<file path="config.mk">
export PLATFORM = sky130hd
export DESIGN_NAME = gesture_toggle_generator
export DESIGN_NICKNAME = d
export VERILOG_FILES = /design/src/rtl/gesture_toggle_generator_pkg.sv /design/src/rtl/gesture_debouncer.sv /design/src/rtl/gesture_toggle_generator.sv
export VERILOG_INCLUDE_DIRS = /design/src /design/src/rtl
export SDC_FILE = /design/constraint.sdc
export NUM_CORES = 1
export LEC_CHECK = 0
export BUFFER_PORTS_ARGS = -buffer_cell sky130_fd_sc_hd__buf_2
export CAP_MARGIN = 40
export CORE_MARGIN = 8
export CORE_UTILIZATION = 54
export CTS_BUF_LIST = sky130_fd_sc_hd__clkbuf_4 sky130_fd_sc_hd__clkbuf_8 sky130_fd_sc_hd__clkbuf_16
export DETAILED_ROUTE_END_ITERATION = 8
export HOLD_SLACK_MARGIN = 0.15
export PLACE_DENSITY = 0.75
export SLEW_MARGIN = 10
export SYNTH_ARGS = -nofsm -noshare
export SYNTH_HDL_FRONTEND = slang
export SYNTH_HIERARCHICAL = 1
export SYNTH_SLANG_ARGS = --single-unit
</file>
<file path="constraint.sdc">
create_clock -name clk -period 1.8 [get_ports clk]
set_clock_uncertainty 0.2 [all_clocks]
set_input_delay 0.27 -clock clk [delete_from_list [all_inputs] [get_ports clk]]
set_output_delay 0.27 -clock clk [all_outputs]
set_load 0.005 [all_outputs]
</file>
<file path="src/rtl/parameters.vh">
// Shared hood-controller header: mode and gap-timer widths, OFF mode code, gesture FSM encodings.
`ifndef PARAMETERS_VH
`define PARAMETERS_VH
`define MODE_WIDTH 2
`define MAX_WIDTH 8
`define OFF_MODE 2'd0
`define GESTURE_IDLE 2'd0
`define GESTURE_WAIT_B 2'd1
`define GESTURE_WAIT_RELEASE 2'd2
`endif

</file>
<file path="src/rtl/gesture_toggle_generator_pkg.sv">
// Types and constants shared by the swipe-gesture front-end and its bench.
`include "parameters.vh"

package gesture_toggle_generator_pkg;

  localparam int MODE_WIDTH = `MODE_WIDTH;
  localparam int MAX_WIDTH  = `MAX_WIDTH;
  localparam logic [MODE_WIDTH-1:0] OFF_MODE = `OFF_MODE;

  typedef enum logic [1:0] {
    IDLE         = `GESTURE_IDLE,
    WAIT_B       = `GESTURE_WAIT_B,
    WAIT_RELEASE = `GESTURE_WAIT_RELEASE
  } gesture_state_t;

  // A zero gap still gives B a window, so the load value is clamped to 1.
  function automatic logic [MAX_WIDTH-1:0] gap_load(input logic [MAX_WIDTH-1:0] gap);
    return (gap == '0) ? MAX_WIDTH'(1) : gap;
  endfunction

endpackage

</file>
<file path="src/rtl/gesture_debouncer.sv">
// One sensor channel: 2-flop synchroniser, stability counter and registered rising-edge event.
module gesture_debouncer #(
  parameter int DEBOUNCE_CYCLES = 20,
  parameter int DB_WIDTH        = 16
) (
  input  logic clk,
  input  logic rstn,
  input  logic raw,
  output logic level,
  output logic evt
);

  logic                sync1_reg;
  logic                sync2_reg;
  logic                level_reg;
  logic                level_d_reg;
  logic                evt_reg;
  logic [DB_WIDTH-1:0] cnt_reg;

  always_ff @(posedge clk or negedge rstn) begin
    if (!rstn) begin
      sync1_reg   <= 1'b0;
      sync2_reg   <= 1'b0;
      level_reg   <= 1'b0;
      level_d_reg <= 1'b0;
      evt_reg     <= 1'b0;
      cnt_reg     <= '0;
    end else begin
      sync1_reg   <= raw;
      sync2_reg   <= sync1_reg;
      level_d_reg <= level_reg;
      evt_reg     <= level_reg & ~level_d_reg;
      // The sample that makes the count reach DEBOUNCE_CYCLES flips the level.
      if (sync2_reg == level_reg) begin
        cnt_reg <= '0;
      end else if (cnt_reg == DB_WIDTH'(DEBOUNCE_CYCLES - 1)) begin
        level_reg <= ~level_reg;
        cnt_reg   <= '0;
      end else begin
        cnt_reg <= cnt_reg + DB_WIDTH'(1);
      end
    end
  end

  assign level = level_reg;
  assign evt   = evt_reg;

endmodule

</file>
<file path="src/rtl/gesture_toggle_generator.sv">
// Recognises an A-then-B swipe on the debounced IR sensors and emits the two-pulse toggle protocol.
module gesture_toggle_generator
  import gesture_toggle_generator_pkg::*;
#(
  parameter int DEBOUNCE_CYCLES = 20,
  parameter int DB_WIDTH        = 16
) (
  input  logic                  clk,
  input  logic                  rstn,
  input  logic                  sensor_a_raw,
  input  logic                  sensor_b_raw,
  input  logic [MODE_WIDTH-1:0] current_mode,
  input  logic [MAX_WIDTH-1:0]  gap_time,
  output logic                  first_toggle_signal,
  output logic                  second_toggle_signal,
  output logic                  gesture_busy
);

  logic a_level, a_evt;
  logic b_level, b_evt;

  gesture_debouncer #(.DEBOUNCE_CYCLES(DEBOUNCE_CYCLES), .DB_WIDTH(DB_WIDTH)) u_deb_a (
    .clk  (clk),
    .rstn (rstn),
    .raw  (sensor_a_raw),
    .level(a_level),
    .evt  (a_evt)
  );

  gesture_debouncer #(.DEBOUNCE_CYCLES(DEBOUNCE_CYCLES), .DB_WIDTH(DB_WIDTH)) u_deb_b (
    .clk  (clk),
    .rstn (rstn),
    .raw  (sensor_b_raw),
    .level(b_level),
    .evt  (b_evt)
  );

  gesture_state_t       state_reg, state_next;
  logic [MAX_WIDTH-1:0] gap_cnt_reg, gap_cnt_next;
  logic                 first_reg, first_next;
  logic                 second_reg, second_next;

  always_ff @(posedge clk or negedge rstn) begin
    if (!rstn) begin
      state_reg   <= IDLE;
      gap_cnt_reg <= '0;
      first_reg   <= 1'b0;
      second_reg  <= 1'b0;
    end else begin
      state_reg   <= state_next;
      gap_cnt_reg <= gap_cnt_next;
      first_reg   <= first_next;
      second_reg  <= second_next;
    end
  end

  always_comb begin
    state_next   = state_reg;
    gap_cnt_next = gap_cnt_reg;
    first_next   = 1'b0;
    second_next  = 1'b0;
    unique case (state_reg)
      IDLE: begin
        if (a_evt && b_evt) begin
          state_next = WAIT_RELEASE;
        end else if (a_evt && current_mode != OFF_MODE) begin
          first_next   = 1'b1;
          gap_cnt_next = gap_load(gap_time);
          state_next   = WAIT_B;
        end
      end
      WAIT_B: begin
        // B wins over timeout so an event landing on the last window cycle still counts.
        if (current_mode == OFF_MODE) begin
          state_next = WAIT_RELEASE;
        end else if (b_evt) begin
          second_next = 1'b1;
          state_next  = WAIT_RELEASE;
        end else if (a_evt) begin
          first_next   = 1'b1;
          gap_cnt_next = gap_load(gap_time);
        end else if (gap_cnt_reg == '0) begin
          state_next = WAIT_RELEASE;
        end else begin
          gap_cnt_next = gap_cnt_reg - MAX_WIDTH'(1);
        end
      end
      WAIT_RELEASE: begin
        if (!a_level && !b_level) state_next = IDLE;
      end
      default: state_next = IDLE;
    endcase
  end

  assign first_toggle_signal  = first_reg;
  assign second_toggle_signal = second_reg;
  assign gesture_busy         = (state_reg != IDLE);

endmodule

</file>
==> flow_summary.json <==
{
  "yosysTopAreaCell": "dfrtp_1",
  "cp_slowest_stage_delay_ns": 0.44,
  "worstPathRequired_ns": 1.80,
  "yosysTopAreaCellShare_pct": 48.9,
  "num_vias": 2124,
  "slew_violations": 0,
  "worst-path-stages": 7,
  "grt_pass1_wl_mm": 10.1,
  "power_frac_clock_pct": 34.7,
  "core_sq_um": 5010,
  "endpoint_kind": "flop",
  "path_buf_inv": 2,
  "netlist_top_cells_area": "dfrtp_1 (49%), xnor2_1 (8.2%), nor2_1 (4.8%), nor4_2 (2.7%), nor3_1 (2.5%)",
  "crit_family": "simple AND/OR/NAND/NOR gates",
  "maxCapViolations": 0,
  "ant_nets": 0,
  "synth_edf_count": 0,
  "cp-startpoint": "gap_cnt_reg[1]",
  "clk_pin_slew_ns": 0.09,
  "run_status": "finished with violations",
  "async_flop_share_pct": 100,
  "path_cells": "inv_2, ha_1, nor4b_4, nand4b_4, nand2_4, inv_4, mux2_4",
  "comb_power_share_pct": 7.2,
  "violations": "setup timing",
  "placed_cell_area_sq_um": 3120,
  "r2r_cells": 7,
  "fin_area_sq_um": 3460,
  "h-tree-depth": 2,
  "pin_count": 17,
  "swShare_pct": 22.4,
  "rsz0062_at_grt": "yes",
  "clock_latency_ns": 0.31,
  "drive_gt1_share_pct": 31.4,
  "worstPathArrival_ns": 1.81,
  "wl_per_cell_um": 15.0,
  "firstDrtPassIters": 5,
  "p_int_w": 0.00166,
  "chipWidth_um": 87.5,
  "setup_viol": 1,
  "critPathCapture": "gap_cnt_reg[1]",
  "n_antenna_cell": 0,
  "final.min_clock_period_ns": 1.82,
  "startpoint_type": "flop",
  "cts-root-buf": "clkbuf_8",
  "r2r_start": "gap_cnt_reg[1]",
  "yosys_warnings": 6,
  "grt_max_degree": 29,
  "initial_core_util_pct": 55.1,
  "nNetsFinal": 345,
  "dieHeight_um": 87.5,
  "die_area_sq_um": 7660,
  "track_usage_pct": 16.5,
  "power.total_w": 0.00214,
  "fin_hold_ws_ns": 0.157,
  "most-common-layout-cells": "dfrtp_1 (52), nor2_1 (35), buf_4 (34)",
  "p_leak_nw": 1.50,
  "syn2layout_area_growth_pct": 25.1,
  "min_from": "u_deb_b/sync1_reg",
  "reg2reg_slack_ns": -0.02,
  "synth_cell_types": 48,
  "worst_path_max_delay_cell": "dfrtp_1",
  "first_iter_violations": 98,
  "worst_slack_ns": -0.0160,
  "syn_avg_cell_area_sq_um": 10.7,
  "max_freq_mhz": 551,
  "cts_sinks": 54,
  "power_frac_seq_pct": 58.1,
  "ir_drop_mv": 0.443,
  "ys_seq_elements": 54,
  "worst_slew_pin_slew_ns": 0.653,
  "port-buffer-count": 16,
  "grt_pass1_vias": 2163,
  "crit_fanout": 5,
  "cts_buffers": 5,
  "antenna_found_initial": 0,
  "clockBufferDepth": 2,
  "grt_overflow": 0,
  "fin_crit_sh_pct": 101,
  "syn_nets": 277,
  "drc": 0,
  "layout_commonest_cell": "dfrtp_1",
  "cts_tree": "built",
  "slew_headroom_pct": 56.5,
  "syn-cell-area_sq_um": 2760,
  "gp_congestion": 0.900,
  "wl_mm": 5.96,
  "ys_dominant_reg_cell": "dfrtp_1",
  "rr_endpoint": "gap_cnt_reg[1]",
  "power_density_nw_per_um2": 618,
  "final_cell_count_no_fill": 398,
  "routed_via_density": 5.34,
  "ys_seq_area_share_pct": 48.9,
  "critical_path_class": "reg2reg",
  "dp_cells": 369,
  "synthCells": 259,
  "finalHoldViolations": 0,
  "dp_hpwl_mm": 3.90,
  "row_count": 26,
  "p_sw_w": 0.000480,
  "min_path_type": "reg2reg"
}
## area by class of cell
type / count / area [sq um]
fill: 412 / 1550
multi-input combinational: 192 / 1380
sequential: 54 / 1350
timing repair buffer: 63 / 487
clock buffer: 7 / 96.3
tap: 70 / 87.6
inverter: 11 / 43.8
clock inverter: 1 / 8.76
## logic make-up (layout without fill, tap and decap cells)
group	Yosys count	after routing	share of synthesized area, %
adder cells (fa/ha/maj)	4	4	1.81
XOR/XNOR	30	30	9.51
flip-flops	54	54	48.9
buffers and inverters	14	82	2.81
AND/OR/NAND/NOR	128	129	29.7
AO/OA/AOI/OAI	26	26	5.89
multiplexers	3	3	1.36
## metal layers
layer / part of all wire (%) / track usage, % / up-vias / routed length [um]
li1: - / - / 1046 / -
met1: 45 / 21.2 / 1025 / 2700
met2: 49 / 26.8 / 39 / 2920
met3: 4.0 / 3.68 / 14 / 239
met4: 1.7 / 5.78 / 0 / 104
met5: 0 / 0 / - / 0
## per-stage QoR
step,setup TNS [ns],setup WS [ns],util [%]
floorplan,0,0.00766,-
global placement,0,0.0316,62.4
detailed placement,-0.640,-0.0526,62.4
CTS,0,0.00516,67.5
global route,-0.396,-0.0851,69.0
finish,-0.0160,-0.0160,69.0
## worst min path at each step
stage | to | depth (start not counted)
2_1_floorplan | first_toggle_signal | 0
3_3_place_gp | gap_cnt_reg[3] | 1
3_5_place_dp | gap_cnt_reg[0] | 1
4_1_cts | u_deb_b/sync2_reg | 0
5_1_grt | u_deb_a/sync2_reg | 0
6_report | u_deb_b/sync2_reg | 0
## power by group through the flow
stage               registers, W  clock network, W  logic [W]
floorplan                0.00127                 0  0.0000455
global placement         0.00126                 0   0.000123
detailed placement       0.00126                 0   0.000126
CTS                      0.00124          0.000761   0.000146
global route             0.00124          0.000807   0.000172
finish                   0.00124          0.000741   0.000154
## cell usage after synthesis (all sizes together) (2+ instances only)
cell	instances
a21oi	7
a22o	2
a31oi	2
and2	2
and3	2
buf	3
dfrtp	54
ha	4
inv	11
mux2	3
nand2	17
nand3	11
nand4	12
nor2	39
nor2b	2
nor3	17
nor4	14
nor4b	3
o21ai	8
o2bb2ai	4
or3b	2
xnor2	26
xor2	4
## timing repair
item / in CTS / in global routing
gates resized for setup: 3 / 10
pin swaps: 4 / 4
hold buffers: 10 / 0
endpoints found under the hold margin: 34 / 0
setup endpoints to repair: 20 / 32
buffers inserted: 5 / 5
cloned: 1 / 0
(Power assumes the default switching activity.)
